$ cat src/rtl/mult_pkg.sv
// Shared types and sizing helpers for the shift-and-add multiplier.
//   mult_state_t  : controller states
//   MULT_WIDTH    : default operand width
//   mult_cnt_w()  : iteration counter width, wide enough to hold WIDTH itself
package mult_pkg;

  typedef enum logic [1:0] {
    IDLE = 2'd0,
    CALC = 2'd1,
    DONE = 2'd2
  } mult_state_t;

  localparam int MULT_WIDTH = 16;

  function automatic int mult_cnt_w(input int width);
    return $clog2(width + 1);
  endfunction

endpackage

$ cat src/rtl/mult_ctrl.sv
// Controller for the shift-and-add multiplier: state machine, iteration
// down-counter, early-exit decision and valid/ready handshakes.
//   clk, reset    : clock, async active-high reset
//   in_valid      : operand offer from the producer
//   out_ready     : consumer accepts the product
//   q_rest_zero   : multiplier bits above Q[0] are all zero
//   in_ready      : high only in IDLE
//   out_valid     : product presented (DONE only)
//   busy          : high in CALC and DONE
//   accept        : load operands this edge
//   calc_en       : perform one shift-and-add iteration this edge
//   load_result   : capture the (possibly negated) product this edge
//
// state | meaning
// IDLE  | waiting for operands, in_ready=1
// CALC  | one multiplier bit per cycle
// DONE  | first cycle captures product; then holds it until out_ready
module mult_ctrl
  import mult_pkg::*;
#(
  parameter int WIDTH      = MULT_WIDTH,
  parameter bit EARLY_EXIT = 1'b1
) (
  input  logic clk,
  input  logic reset,
  input  logic in_valid,
  input  logic out_ready,
  input  logic q_rest_zero,
  output logic in_ready,
  output logic out_valid,
  output logic busy,
  output logic accept,
  output logic calc_en,
  output logic load_result
);

  localparam int CNT_W = mult_cnt_w(WIDTH);

  mult_state_t state_q, state_d;
  logic [CNT_W-1:0] cnt_q, cnt_d;
  logic out_valid_q, out_valid_d;

  always_ff @(posedge clk or posedge reset) begin
    if (reset) begin
      state_q     <= IDLE;
      cnt_q       <= '0;
      out_valid_q <= 1'b0;
    end else begin
      state_q     <= state_d;
      cnt_q       <= cnt_d;
      out_valid_q <= out_valid_d;
    end
  end

  always_comb begin
    state_d     = state_q;
    cnt_d       = cnt_q;
    out_valid_d = out_valid_q;
    accept      = 1'b0;
    calc_en     = 1'b0;
    load_result = 1'b0;
    case (state_q)
      IDLE: begin
        if (in_valid) begin
          accept  = 1'b1;
          cnt_d   = CNT_W'(WIDTH);
          state_d = CALC;
        end
      end
      CALC: begin
        calc_en = 1'b1;
        cnt_d   = cnt_q - 1'b1;
        if (cnt_q == CNT_W'(1) || (EARLY_EXIT && q_rest_zero)) begin
          state_d = DONE;
        end
      end
      DONE: begin
        // The negation gets its own cycle so it never chains onto the adder.
        if (!out_valid_q) begin
          load_result = 1'b1;
          out_valid_d = 1'b1;
        end else if (out_ready) begin
          out_valid_d = 1'b0;
          state_d     = IDLE;
        end
      end
      default: state_d = IDLE;
    endcase
  end

  assign in_ready  = (state_q == IDLE);
  assign busy      = (state_q != IDLE);
  assign out_valid = out_valid_q;

endmodule

$ cat src/rtl/shift_add_mult.sv
// Sequential signed/unsigned multiplier, one multiplier bit per cycle.
// Operands are converted to magnitudes on accept, multiplied unsigned, and
// the sign is reapplied once when the result is captured.
//   clk, reset           : clock, async active-high reset
//   in_valid / in_ready  : operand handshake (a, b, is_signed)
//   out_valid / out_ready: result handshake (product)
//   product              : 2*WIDTH-bit result, holds until the next result
//   busy                 : operation in progress (CALC or DONE)
module shift_add_mult
  import mult_pkg::*;
#(
  parameter int WIDTH      = MULT_WIDTH,
  parameter bit EARLY_EXIT = 1'b1
) (
  input  logic               clk,
  input  logic               reset,
  input  logic               in_valid,
  output logic               in_ready,
  input  logic [WIDTH-1:0]   a,
  input  logic [WIDTH-1:0]   b,
  input  logic               is_signed,
  output logic               out_valid,
  input  logic               out_ready,
  output logic [2*WIDTH-1:0] product,
  output logic               busy
);

  logic [2*WIDTH-1:0] m_q, m_d;
  logic [WIDTH-1:0]   q_q, q_d;
  logic [2*WIDTH-1:0] p_q, p_d;
  logic               neg_q, neg_d;
  logic [2*WIDTH-1:0] product_q, product_d;

  logic accept, calc_en, load_result, q_rest_zero;
  logic [WIDTH-1:0] a_mag, b_mag;

  // -2^(W-1) negates to itself, which read unsigned is the right magnitude.
  assign a_mag = (is_signed && a[WIDTH-1]) ? (~a + 1'b1) : a;
  assign b_mag = (is_signed && b[WIDTH-1]) ? (~b + 1'b1) : b;

  assign q_rest_zero = (q_q[WIDTH-1:1] == '0);

  mult_ctrl #(
    .WIDTH      (WIDTH),
    .EARLY_EXIT (EARLY_EXIT)
  ) u_ctrl (
    .clk         (clk),
    .reset       (reset),
    .in_valid    (in_valid),
    .out_ready   (out_ready),
    .q_rest_zero (q_rest_zero),
    .in_ready    (in_ready),
    .out_valid   (out_valid),
    .busy        (busy),
    .accept      (accept),
    .calc_en     (calc_en),
    .load_result (load_result)
  );

  always_ff @(posedge clk or posedge reset) begin
    if (reset) begin
      m_q       <= '0;
      q_q       <= '0;
      p_q       <= '0;
      neg_q     <= 1'b0;
      product_q <= '0;
    end else begin
      m_q       <= m_d;
      q_q       <= q_d;
      p_q       <= p_d;
      neg_q     <= neg_d;
      product_q <= product_d;
    end
  end

  always_comb begin
    m_d       = m_q;
    q_d       = q_q;
    p_d       = p_q;
    neg_d     = neg_q;
    product_d = product_q;
    if (accept) begin
      m_d   = {{WIDTH{1'b0}}, a_mag};
      q_d   = b_mag;
      p_d   = '0;
      neg_d = is_signed & (a[WIDTH-1] ^ b[WIDTH-1]);
    end
    if (calc_en) begin
      if (q_q[0]) begin
        p_d = p_q + m_q;
      end
      m_d = m_q << 1;
      q_d = q_q >> 1;
    end
    if (load_result) begin
      product_d = neg_q ? (~p_q + 1'b1) : p_q;
    end
  end

  assign product = product_q;

endmodule

$ cat config.mk
export PLATFORM = sky130hd
export DESIGN_NAME = shift_add_mult
export DESIGN_NICKNAME = d
export VERILOG_FILES = /design/src/rtl/mult_pkg.sv /design/src/rtl/mult_ctrl.sv /design/src/rtl/shift_add_mult.sv
export SDC_FILE = /design/constraint.sdc
export NUM_CORES = 1
export LEC_CHECK = 0
export BUFFER_PORTS_ARGS = -buffer_cell sky130_fd_sc_hd__buf_2
export CAP_MARGIN = 20
export CELL_PAD_IN_SITES_DETAIL_PLACEMENT = 1
export CELL_PAD_IN_SITES_GLOBAL_PLACEMENT = 1
export CORE_ASPECT_RATIO = 0.9
export CORE_MARGIN = 4
export CORE_UTILIZATION = 43
export CTS_CLUSTER_DIAMETER = 80
export DETAILED_ROUTE_END_ITERATION = 10
export GPL_TIMING_DRIVEN = 0
export PLACE_DENSITY_LB_ADDON = 0.1
export SYNTH_ARGS = -nofsm -noshare
export SYNTH_HDL_FRONTEND = slang
export SYNTH_SLANG_ARGS = --single-unit
$ cat constraint.sdc
create_clock -name clk -period 4.4 [get_ports clk]
set_clock_uncertainty 0.1 [all_clocks]
set_input_delay 0.44 -clock clk [delete_from_list [all_inputs] [get_ports clk]]
set_output_delay 0.44 -clock clk [all_outputs]
set_load 0.005 [all_outputs]
Yosys cells after proc, flatten, opt, wreduce, memory -nomap -nowiden
Cells that the tools add are included.
Operators by class
  $add $sub $neg: 5
  multiply operators: 0
  div/mod/pow operators: 0
  order comparisons: 0
  equality and inequality tests: 7
  shift operators: 0
  muxes and demuxes: 24
  bitwise gates (word level): 5
  reductions and logical operators: 10
Operators with widths (number)
  $mux W32: 6
  $mux W16: 4
  $add A16 B1 Y16 const B: 2
  $add A32 B1 Y32 const B: 1
  $add A32 B32 Y32: 1
  $not A16 Y16: 2
  $not A32 Y32: 1
  $logic_not A15 Y1: 1
  $pmux W5 S2: 1
  $mux W2: 4
  $mux W1: 7
  $pmux W2 S3: 1
  $reduce_bool A2 Y1: 3
  $eq A5 B1 Y1 const B: 1
  $mux W5: 1
  $sub A5 B1 Y5 const B: 1
  $ne A2 B1 Y1 const B: 2
  $ne A2 B2 Y1 const B: 2
  $reduce_and A4 Y1: 1
  $eq A2 B1 Y1 const B: 1
  $eq A2 B2 Y1 const B: 1
  $logic_and A1 B1 Y1: 2
  $logic_not A2 Y1: 1
  $reduce_and A2 Y1: 1
  other kinds (3): 3
Word-level totals
  flip-flop bits (word level): 121
  latch bits: 0
  RAM bits: 0
  bits in read-only memories: 0
  bits of input ports: 37
  output and inout port bits: 35
  memories kept: 0

Longest topological paths before layout
Gate-level depths: netlist of run 1.
  depth in word-level cells: 5
  gate-level depth with buffers: 10
  gate-level depth less buffers: 10

Modules after synthesis
Synthesis of run 1 repeated with hierarchy kept, for this count alone.
Second synthesis, totals
  cells, all modules: 889
  area, all modules: 7727.4 µm²
By module, submodules not included
  shift_add_mult: times used 1, cells an instance 846, area an instance 7278.2 µm²
  mult_ctrl: times used 1, cells an instance 43, area an instance 449.2 µm²

Worst setup path before layout of run 1
No wires, ideal clock.
  kind: flip-flop to flip-flop
  start point: register p_q[0]
  end point: register p_q[30]
  library setup time: 0.133 ns
  arrival time: 2.773 ns
  required time: 4.167 ns
  setup slack: 1.394 ns
  stages on the path, launching flop included: 11
  path buffers: 0
  clock period less this slack: 3.006 ns
  cell sequence: dfrtp_1 -> ha_1 -> fa_1 -> a211oi_1 -> nor2_1 -> o311ai_0 -> a31oi_1 -> a311oi_1 -> o21ai_0 -> xnor2_1 -> o21ai_0
Between the ends
  cells in the longest elaborated chain, start to end: 3
Ends and longest elaborated chain
  start, declared: line shift_add_mult.sv:30  | logic [2*WIDTH-1:0] p_q, p_d;
  start signal, assigned: line shift_add_mult.sv:70  | p_q <= p_d;
  $add A32 B32 Y32: line shift_add_mult.sv:90  | p_d = p_q + m_q;
  $mux W32: line shift_add_mult.sv:89  | if (q_q[0]) begin
  $mux W32: line shift_add_mult.sv:88  | if (calc_en) begin
  via p_d[30]: line shift_add_mult.sv:30
The timed path passes the listed nets, and every way through them passes these cells.
A chain may end at the register's enable or synchronous reset.

Worst setup path in the final report of run 1
Ends and elaborated chain as after synthesis.

==> results.md, run 1 <==
| Metric | Reported | Unit |
|---|---|---|
| Met1 layer usage reported by global route | 31.5 | % |
| Outcome | finished, final reports clean | - |
| H-tree levels | 4 | - |
| Initial core utilization | 43.8 | % |
| Worst setup EP type | register | - |
| Post-synthesis register bit count | 121 | - |
| Clock transition time at the flip-flop clock pins of the worst setup and hold paths | 60 | ps |
| Main synth FF type | dfrtp_1 | - |
| Final-layout worst hold slack | 192 | ps |
| Sort of element at the start of the critical path | register | - |
| Gate Count Post-Synth | 841 | - |
| Count of standard-cell rows | 45 | - |
| Arrival time of the worst setup path | 4110 | ps |
| Die Width | 146 | um |
| Avg Inst Size Synth | 8.77 | um2 |
| Leading cell types by count after synthesis | dfrtp_1, nand2_1, o21ai_0, a21oi_1, nor2_1 | - |
| Static leakage | 3.83 | nW |
| Number of remaining DRC errors | 0 | - |
| Layer carrying the most global-route usage | met2 | - |
| Most repeated cell in the gate-level netlist after synthesis | dfrtp_1 | - |
| Global-route total usage across every layer | 22.8 | % |
| Port Buffer Count | 71 | - |
| Cell taking the most area after synthesis | dfrtp_1 | - |
| Met2 global-route usage | 37.1 | % |
| Worst R2R Path Depth | 10 | - |
| Part of the cycle the worst path needs | 89.4 | % |
| Net count after synthesis | 915 | - |
| Number of instances resized during post-cts repair | 0 | - |
| CP max FO | 5 | - |
| GR Util met3 | 4.33 | % |
| Final-report setup violation count | 0 | - |
| Area fraction in and, or, nand and nor cells after synthesis | 16.2 | % |
| Number of detailed-route iterations in the first pass | 4 | - |
| Antenna violation net count after detailed routing | 0 | - |
| Leading post-synthesis cells by cell area | dfrtp_1, o21ai_0, ha_1, xor2_1, nand2_1 | - |
| Multiplexer share of the synthesized area | 0.865 | % |
| Via/cell ratio | 5.54 | - |
| Synthesized-area fraction occupied by ao, oa, aoi and oai cells | 23.0 | % |
| Total number of clock tree sinks | 121 | - |
| Upper clock frequency limit | 254 | MHz |
| Latest clock arrival within the worst-skew pair | 420 | ps |
| Number of global-route vias before repair | 6799 | - |
| Die Ht | 132 | um |
| Detailed-route via count | 6411 | - |
| Final core area utilization | 51.3 | % |
| Async SR Flop Fraction | 100 | % |
| Post-synth design cell area | 0.00738 | mm2 |
| Synthesis-to-layout area growth | 17.0 | % |
| Hold Path Class | in -> reg | - |
| CP Data Required Time | 4580 | ps |
| Core outline area | 0.0168 | mm2 |
| Share of the yosys chip area belonging to registers | 41.0 | % |
| Worst IR Drop VDD | 0.365 | mV |
| Min-Delay Path Depth | 3 | - |
| Number of antenna repair diodes | 0 | - |
| Ratio of cells with drive above 1 in the final layout | 12.5 | % |
| Final wirelength | 21.3 | mm |
| TritonCTS Buffers | 17 | - |
| Xor and xnor fraction of the mapped netlist area | 9.73 | % |
| Least-Margin Pin Slew | 881 | ps |
| Number of enable-type register cells in the synthesized netlist | 0 | - |
| Setup slack of the worst register-to-register path | 470 | ps |
| Number of violations of the max-capacitance limit | 0 | - |
| Starting DRC count in detailed routing | 324 | - |
| Number of I/O pins | 72 | - |
| TritonCTS clock tree | done | - |
| Post-synth top area share | 41.0 | % |
| Clock Tree Buf Depth | 2 | - |
| Largest family of logic cells by synthesized area | compound AO/OA/AOI/OAI gates | - |
| Clock period minus final worst setup slack | 3930 | ps |
| Hold violation count in the final report | 0 | - |
| Syn. warnings | 0 | - |
| WL per Instance | 18.4 | um |
| First-pass GRT wire length | 35.4 | mm |
| Final global-route overflow total | 0 | - |
| Area enclosed by the die boundary | 0.0193 | mm2 |
| Detailed-placement wirelength estimate | 16.6 | mm |
| Crit Path Class | reg -> reg | - |
| Total count of max-transition violations in the final report | 0 | - |
| Power density of the placed cells | 715 | mW/mm2 |
| Post-Synth Adder-Cell Area | 6.38 | % |
| Synth unique cells | 52 | - |
| RSZ-0062 raised after global routing | false | - |
| GPL Wtd Cong | 0.881 | - |
| Number of nets in the layout | 1007 | - |
| Largest net degree at the start of global routing | 73 | - |
| Root Buffer Master | clkbuf_16 | - |
| Worst slew slack as a fraction of its limit | 40.5 | % |
| Antenna violations before repair | 0 | - |
-- per-layer routing --
metal  vias up  part of all wire (%)
li1       3212                     -
met1      3073                    50
met5         -                     0
met4         0                   1.5
met2       102                    46
met3        24                   2.9
-- registers in the layout (all words and copies together), names as in the netlist --
name              cells
neg_q                 1
p_q                  32
u_ctrl.state_q        2
u_ctrl.out_valid      1
m_q                  32
product              32
u_ctrl.cnt_q          5
q_q                  16
-- per-stage QoR --
step | power [W] | setup WS [ps] | TNS, ps | std cells | area, um2
after global routing | 0.00669 | 146 | 0 | 1157 | 8640
after CTS | 0.00624 | 450 | 0 | 1157 | 8640
after global placement | 0.00464 | -643 | -75670 | 1123 | 8000
after detailed placement | 0.00479 | 475 | 0 | 1124 | 8030
after floorplan | 0.00383 | 646 | 0 | 841 | 7380
final | 0.00617 | 468 | 0 | 1157 | 8640
-- final timing paths --
kind                                  from               end
min                              out_ready  u_ctrl.out_valid
max reg2reg                         p_q[0]           p_q[30]
min reg2reg                u_ctrl.cnt_q[4]   u_ctrl.cnt_q[4]
max                                 p_q[0]           p_q[30]
max in group asynchronous            reset            m_q[5]
min in group asynchronous            reset       product[27]
-- cell usage in the layout (no fill, tap or decap), types with 3 or more instances in the layout --
cell type / n
clkbuf_1: 39
nor2b_1: 6
nand4_1: 6
a21oi_1: 73
inv_1: 12
dfrtp_1: 121
nand3_1: 17
or4_1: 5
xor2_1: 50
nor2_1: 59
mux2_2: 3
clkbuf_16: 17
a311oi_1: 3
nand2b_1: 6
mux2i_1: 3
o21bai_1: 7
and3_1: 5
buf_2: 71
or2_2: 3
o211ai_1: 3
a31oi_1: 4
clkinv_2: 6
and2_1: 6
nand2_1: 113
nor4_1: 7
o21ai_0: 106
o31ai_1: 19
nor3_1: 9
a211oi_1: 4
buf_1: 3
a21o_1: 13
xnor2_1: 32
a22oi_1: 28
bufinv_16: 3
ha_1: 36
or3_1: 9
o41ai_1: 3
a22o_1: 4
-- power breakdown --
part / leakage, nW / switching [W] / internal, W
sequential: 1.55 / 0.000445 / 0.00156
combinational: 1.99 / 0.00169 / 0.00107
clock: 0.292 / 0.000510 / 0.000899
total: 3.83 / 0.00265 / 0.00353
-- area by class of cell --
cell class                      count  area (um2)
Buffer                             41         154
Clock buffer                       19         443
Clock inverter                     13         153
Fill cell                        1999        8200
Inverter                           13        53.8
Multi-Input combinational cell    666        4150
Sequential cell                   121        3030
Tap cell                          211         264
Timing Repair Buffer               73         393
-- cells by family after synthesis --
kind of cell / Yosys count
adder cells (fa/ha/maj): 37
flip-flops: 121
AND/OR/NAND/NOR: 259
buffers and inverters: 54
multiplexers: 6
XOR/XNOR: 82
AO/OA/AOI/OAI: 282
-- worst max-delay path: stages (launching register included) --
cell      delay (ps)
dfrtp_1          450
ha_1             260
fa_1             440
a211oi_1         270
nor2_1           120
o311ai_0         750
a31oi_1          320
a311oi_1         560
o21ai_0          200
xnor2_1          200
o21ai_0          110
-- repair_timing --
action,in CTS,in global routing
hold buffers,1,0
buffers inserted,0,0
hold endpoints to repair,49,0
No activity file was read; power rests on OpenSTA's default activity.
==> inputs of run 2 (changes only) <==
--- a/config.mk
+++ b/config.mk
@@ -16,6 +16,7 @@
 export DETAILED_ROUTE_END_ITERATION = 10
 export GPL_TIMING_DRIVEN = 0
 export PLACE_DENSITY_LB_ADDON = 0.1
+export RECOVER_POWER = 50
 export SYNTH_ARGS = -nofsm -noshare
 export SYNTH_HDL_FRONTEND = slang
 export SYNTH_SLANG_ARGS = --single-unit
==> run 2 against run 1 <==
The run now ends with max-capacitance violations, max-slew violations left. Global-route usage did not move. Register-to-register slack got worse by 20 ps. Worst hold slack improved by 1.3 ps. Design area is 0.25% lower. Routed wire length is 0.13% higher. Via count barely moved. Clock power about the same. Utilization decreased by 0.13 points. Critical path depth unchanged. Combinational power hardly changed. Largest cell class unchanged.
==> results.md, run 2 (synthesis gave the netlist of run 1 again) <==
| Metric | Reported | Unit |
|---|---|---|
| Antenna violation net count after detailed routing | 0 | - |
| TritonCTS Buffers | 17 | - |
| CP Data Required Time | 4580 | ps |
| Hold Path Class | in -> reg | - |
| Startpoint of the worst-slack reg-to-reg timing path | p_q[0] | - |
| Fill count | 2003 | - |
| Antenna violations before repair | 0 | - |
| Most frequent standard cell in the layout excluding fill and tap cells | dfrtp_1 | - |
| Static leakage | 3.78 | nW |
| Die Ht | 132 | um |
| Arrival time of the worst setup path | 4130 | ps |
| Count of standard-cell rows | 45 | - |
| Ratio of cells with drive above 1 in the final layout | 11.0 | % |
| Number of remaining DRC errors | 0 | - |
| Part of the cycle the worst path needs | 89.9 | % |
| Power density of the placed cells | 715 | mW/mm2 |
| GPL Wtd Cong | 0.881 | - |
| Area used by multi-input combinational logic | 0.00415 | mm2 |
| Latest clock arrival within the worst-skew pair | 420 | ps |
| Number of global-route vias before repair | 6799 | - |
| Min-Delay Path Depth | 3 | - |
| Min-Delay Endpoint | u_ctrl.out_valid | - |
| Synthesis-to-layout area growth | 16.8 | % |
| CP max FO | 5 | - |
| Via/cell ratio | 5.54 | - |
| Least-Margin Pin Slew | 2240 | ps |
| Number of nets in the layout | 1007 | - |
| Root Buffer Master | clkbuf_16 | - |
| Global-route total usage across every layer | 22.8 | % |
| Upper clock frequency limit | 253 | MHz |
| Largest net degree at the start of global routing | 73 | - |
| Worst R2R Path Depth | 10 | - |
| Number of violations of the max-capacitance limit | 1 | - |
| RSZ-0062 raised after global routing | false | - |
| Internal power component | 0.00351 | W |
| Outcome | complete, but fails checks | - |
| Fraction of power consumed by combinational cells | 44.5 | % |
| Number of I/O pins | 72 | - |
| Starting DRC count in detailed routing | 317 | - |
| TritonCTS clock tree | done | - |
| Worst slew slack as a fraction of its limit | -50.4 | % |
| Total count of max-transition violations in the final report | 50 | - |
| Part of the power in the clock network | 22.8 | % |
| Total chip power | 0.00616 | W |
| Commonest cells after routing, fill and taps aside | dfrtp_1, nand2_1, o21ai_0, a21oi_1, nor2_1 | - |
| Final wirelength | 21.4 | mm |
| H-tree levels | 4 | - |
| Switching power of the nets | 0.00264 | W |
| Final-report setup violation count | 0 | - |
| Sort of element at the start of the critical path | register | - |
| Detailed-placement wirelength estimate | 16.6 | mm |
| Worst IR Drop VDD | 0.364 | mV |
| Clock period minus final worst setup slack | 3950 | ps |
| Core outline area | 0.0168 | mm2 |
| Clock transition time at the flip-flop clock pins of the worst setup and hold paths | 60 | ps |
| Crit Path Class | reg -> reg | - |
| Die Width | 146 | um |
| Detailed-route via count | 6407 | - |
| Area enclosed by the die boundary | 0.0193 | mm2 |
| Final global-route overflow total | 0 | - |
| Sequential fraction of design power | 32.6 | % |
| Initial core utilization | 43.8 | % |
| Number of detailed-route iterations in the first pass | 4 | - |
| Violated checks | max-capacitance violations, max-slew violations | - |
| Setup repair bufs after CTS | 0 | - |
| Final-layout worst hold slack | 193 | ps |
| Flip-flop and latch area | 0.00303 | mm2 |
| Hold violation count in the final report | 0 | - |
| WL per Instance | 18.5 | um |
| First-pass GRT wire length | 35.4 | mm |
| Final core area utilization | 51.2 | % |
| Total number of clock tree sinks | 121 | - |
| Start point of the worst hold path | out_ready | - |
| Worst setup EP type | register | - |
| Clock Tree Buf Depth | 2 | - |
| Port Buffer Count | 71 | - |
| Setup slack of the worst register-to-register path | 450 | ps |
| Number of antenna repair diodes | 0 | - |
| Worst R2R End | p_q[30] | - |
| Switching fraction of total power | 42.9 | % |
==> run 2: worst max path at each step <==
stage               startpoint  endpoint  slack (ps)  cells past startpoint
finish                  p_q[0]   p_q[30]         450                     10
global route            p_q[0]   p_q[30]         150                     10
CTS                     p_q[0]   p_q[30]         450                     10
detailed placement      p_q[0]   p_q[30]         470                     10
global placement         reset    m_q[2]        -640                      2
floorplan                reset    m_q[0]         650                      1
==> run 2: area by class of cell <==
type	instances	area share, %
Multi-Input combinational cell	666	48.1
Sequential cell	121	35.1
Clock buffer	19	5.14
Timing Repair Buffer	73	4.36
Tap cell	211	3.06
Buffer	41	1.79
Clock inverter	13	1.77
Inverter	13	0.581
==> run 2: repair_timing <==
action,in CTS,in global routing
endpoints found under the hold margin,49,0
hold buffers,1,0
gates resized for setup,0,0
==> run 2: through the flow <==
step / instances / setup TNS, ps / cell area (um2) / setup slack, ps
floorplan: 841 / 0 / 7380 / 646
global placement: 1123 / -75670 / 8000 / -643
detailed placement: 1124 / 0 / 8030 / 475
CTS: 1157 / 0 / 8640 / 450
global route: 1157 / 0 / 8610 / 146
finish: 1157 / 0 / 8610 / 447
==> run 2: layer usage <==
layer	up-vias	track usage, %	wire length, um
li1	3208	-	-
met1	3068	31.5	10500
met2	107	37.1	9850
met3	24	4.33	724
met4	0	6.27	326
met5	-	0	0
==> run 2: worst max-delay path, cell delays in order, from the launching register on <==
cell and delay, ps:
dfrtp_1 450, ha_1 260, fa_1 440, a211oi_1 270
nor2_1 130, o311ai_0 760, a31oi_1 330, a311oi_1 560
o21ai_0 200, xnor2_1 200, o21ai_0 110
==> run 2: power groups by stage <==
stage	Combinational (W)	Sequential, W	Clock, W
after floorplan	0.00194	0.00189	0
final	0.00274	0.00201	0.00141
after detailed placement	0.00277	0.00202	0
after global routing	0.00310	0.00208	0.00149
after CTS	0.00279	0.00201	0.00143
after global placement	0.00265	0.00199	0
==> inputs of run 3 (changes only) <==
--- a/config.mk
+++ b/config.mk
@@ -16,7 +16,7 @@
 export DETAILED_ROUTE_END_ITERATION = 10
 export GPL_TIMING_DRIVEN = 0
 export PLACE_DENSITY_LB_ADDON = 0.1
-export RECOVER_POWER = 50
+export RECOVER_POWER = 100
 export SYNTH_ARGS = -nofsm -noshare
 export SYNTH_HDL_FRONTEND = slang
 export SYNTH_SLANG_ARGS = --single-unit
==> run 3 against run 2 <==
The flow still finishes with violations (max-capacitance violations, max-slew violations). Design area is 0.32% lower. Flip-flop and latch count stayed put. Global-route usage stayed put. Largest cell class unchanged. Highest routed layer unchanged.
==> results.md, run 3 (synthesis gave the netlist of run 1 again) <==
| Metric | Reported | Unit |
|---|---|---|
| Total count of max-transition violations in the final report | 50 | - |
| Worst setup EP type | register | - |
| H-tree levels | 4 | - |
| Number of standard cells in the final layout excluding fillers | 1157 | - |
| Setup slack of the worst register-to-register path | 450 | ps |
| Root Buffer Master | clkbuf_16 | - |
| Launching instance or port of the critical path | p_q[0] | - |
| Flip-flop and latch area | 0.00303 | mm2 |
| Die Ht | 132 | um |
| TritonCTS Buffers | 17 | - |
| Number of cells in the design after placement | 1124 | - |
| Most frequent standard cell in the layout excluding fill and tap cells | dfrtp_1 | - |
| Sort of element at the start of the critical path | register | - |
| Arrival time of the worst setup path | 4130 | ps |
| WL per Instance | 18.4 | um |
| Final-report setup violation count | 0 | - |
| Power density of the placed cells | 712 | mW/mm2 |
| Global-route total usage across every layer | 22.8 | % |
| Area used by multi-input combinational logic | 0.00412 | mm2 |
| Upper clock frequency limit | 253 | MHz |
| Number of I/O pins | 72 | - |
| Setup crit end | p_q[30] | - |
| Port Buffer Count | 71 | - |
| First-pass GRT wire length | 35.4 | mm |
| RSZ-0062 raised after global routing | false | - |
| Number of global-route vias before repair | 6799 | - |
| Setup repair bufs after CTS | 0 | - |
| Static leakage | 3.78 | nW |
| Largest net degree at the start of global routing | 73 | - |
| Detailed-route via count | 6409 | - |
| Antenna violation net count after detailed routing | 0 | - |
| Hold Path Class | in -> reg | - |
| Design Area, Final | 0.00859 | mm2 |
| Synthesis-to-layout area growth | 16.4 | % |
| Starting DRC count in detailed routing | 310 | - |
| Number of remaining DRC errors | 0 | - |
| Violated checks | max-capacitance violations, max-slew violations | - |
| Area enclosed by the die boundary | 0.0193 | mm2 |
| Clock Tree Buf Depth | 2 | - |
| Outcome | complete, but fails checks | - |
| Number of nets in the layout | 1007 | - |
| Part of the cycle the worst path needs | 89.7 | % |
| CP Data Required Time | 4580 | ps |
| Worst IR Drop VDD | 0.363 | mV |
| Core outline area | 0.0168 | mm2 |
| Latest clock arrival within the worst-skew pair | 420 | ps |
| Number of instances resized during post-cts repair | 0 | - |
| Number of detailed-route iterations in the first pass | 4 | - |
| CP max FO | 5 | - |
| Least-Margin Pin Slew | 2240 | ps |
| Ratio of cells with drive above 1 in the final layout | 10.4 | % |
| Fill count | 2006 | - |
| TritonCTS clock tree | done | - |
| Crit Path Class | reg -> reg | - |
| Commonest cells after routing, fill and taps aside | dfrtp_1, nand2_1, o21ai_0, a21oi_1, nor2_1 | - |
| Worst R2R End | p_q[30] | - |
| Hold violation count in the final report | 0 | - |
| Final total negative setup slack | 0 | ps |
| Startpoint of the worst-slack reg-to-reg timing path | p_q[0] | - |
| Clock period minus final worst setup slack | 3950 | ps |
| Final wirelength | 21.3 | mm |
| Antenna violations before repair | 0 | - |
| Detailed-placement wirelength estimate | 16.6 | mm |
| Initial core utilization | 43.8 | % |
| GPL Wtd Cong | 0.881 | - |
| Clock transition time at the flip-flop clock pins of the worst setup and hold paths | 60 | ps |
| Number of antenna repair diodes | 0 | - |
| Count of standard-cell rows | 45 | - |
| Worst slew slack as a fraction of its limit | -50.3 | % |
| Number of violations of the max-capacitance limit | 1 | - |
| Total placed instance area | 0.00803 | mm2 |
| Via/cell ratio | 5.54 | - |
| Worst R2R Path Depth | 10 | - |
| Die Width | 146 | um |
| Post-cts hold buffer count | 1 | - |
| Final global-route overflow total | 0 | - |
| Total number of clock tree sinks | 121 | - |
-- run 3: cell type report --
| type | instances | area share, % |
|---|---|---|
| clock inverter | 13 | 1.78 |
| sequential | 121 | 35.3 |
| timing repair buffer | 73 | 4.36 |
| buffer | 41 | 1.79 |
| tap | 211 | 3.07 |
| inverter | 13 | 0.583 |
| clock buffer | 19 | 5.16 |
| multi-input combinational | 666 | 48.0 |
-- run 3: metal layers --
| layer | GRT usage [%] | wire length [um] | vias to the layer above |
|---|---|---|---|
| li1 | - | - | 3212 |
| met1 | 31.5 | 10500 | 3071 |
| met2 | 37.1 | 9810 | 104 |
| met3 | 4.33 | 680 | 22 |
| met4 | 6.27 | 325 | 0 |
| met5 | 0 | 0 | - |
-- run 3: how the worst min path moves through the flow --
| stage | to | cells after the start | start | slack (ps) |
|---|---|---|---|---|
| 6_report | u_ctrl.out_valid | 3 | out_ready | 190 |
| 5_1_grt | u_ctrl.out_valid | 3 | out_ready | 210 |
| 4_1_cts | u_ctrl.out_valid | 3 | out_ready | 180 |
| 3_5_place_dp | u_ctrl.cnt_q[4] | 1 | u_ctrl.cnt_q[4] | 370 |
| 3_3_place_gp | u_ctrl.cnt_q[4] | 1 | u_ctrl.cnt_q[4] | 350 |
| 2_1_floorplan | u_ctrl.cnt_q[4] | 1 | u_ctrl.cnt_q[4] | 340 |
-- run 3: critical path: stages, from the launching register on --
cell and delay (ps):
dfrtp_1 450, ha_1 260, fa_1 440, a211oi_1 270, nor2_1 130, o311ai_0 760, a31oi_1 330, a311oi_1 560
o21ai_0 200, xnor2_1 200, o21ai_0 110
-- run 3: report_power, final --
group	internal, W	switching, W	total, W
combinational	0.00102	0.00168	0.00271
clock	0.000899	0.000508	0.00141
sequential	0.00156	0.000443	0.00201
-- run 3: through the flow --
stage | hold WS (ps) | total power (W) | setup slack (ps) | utilization, %
2_1_floorplan | 337 | 0.00383 | 646 | -
3_3_place_gp | 355 | 0.00464 | -643 | 47.5
3_5_place_dp | 370 | 0.00479 | 475 | 47.7
4_1_cts | 182 | 0.00624 | 450 | 51.3
5_1_grt | 209 | 0.00664 | 146 | 51.0
6_report | 193 | 0.00612 | 451 | 51.0
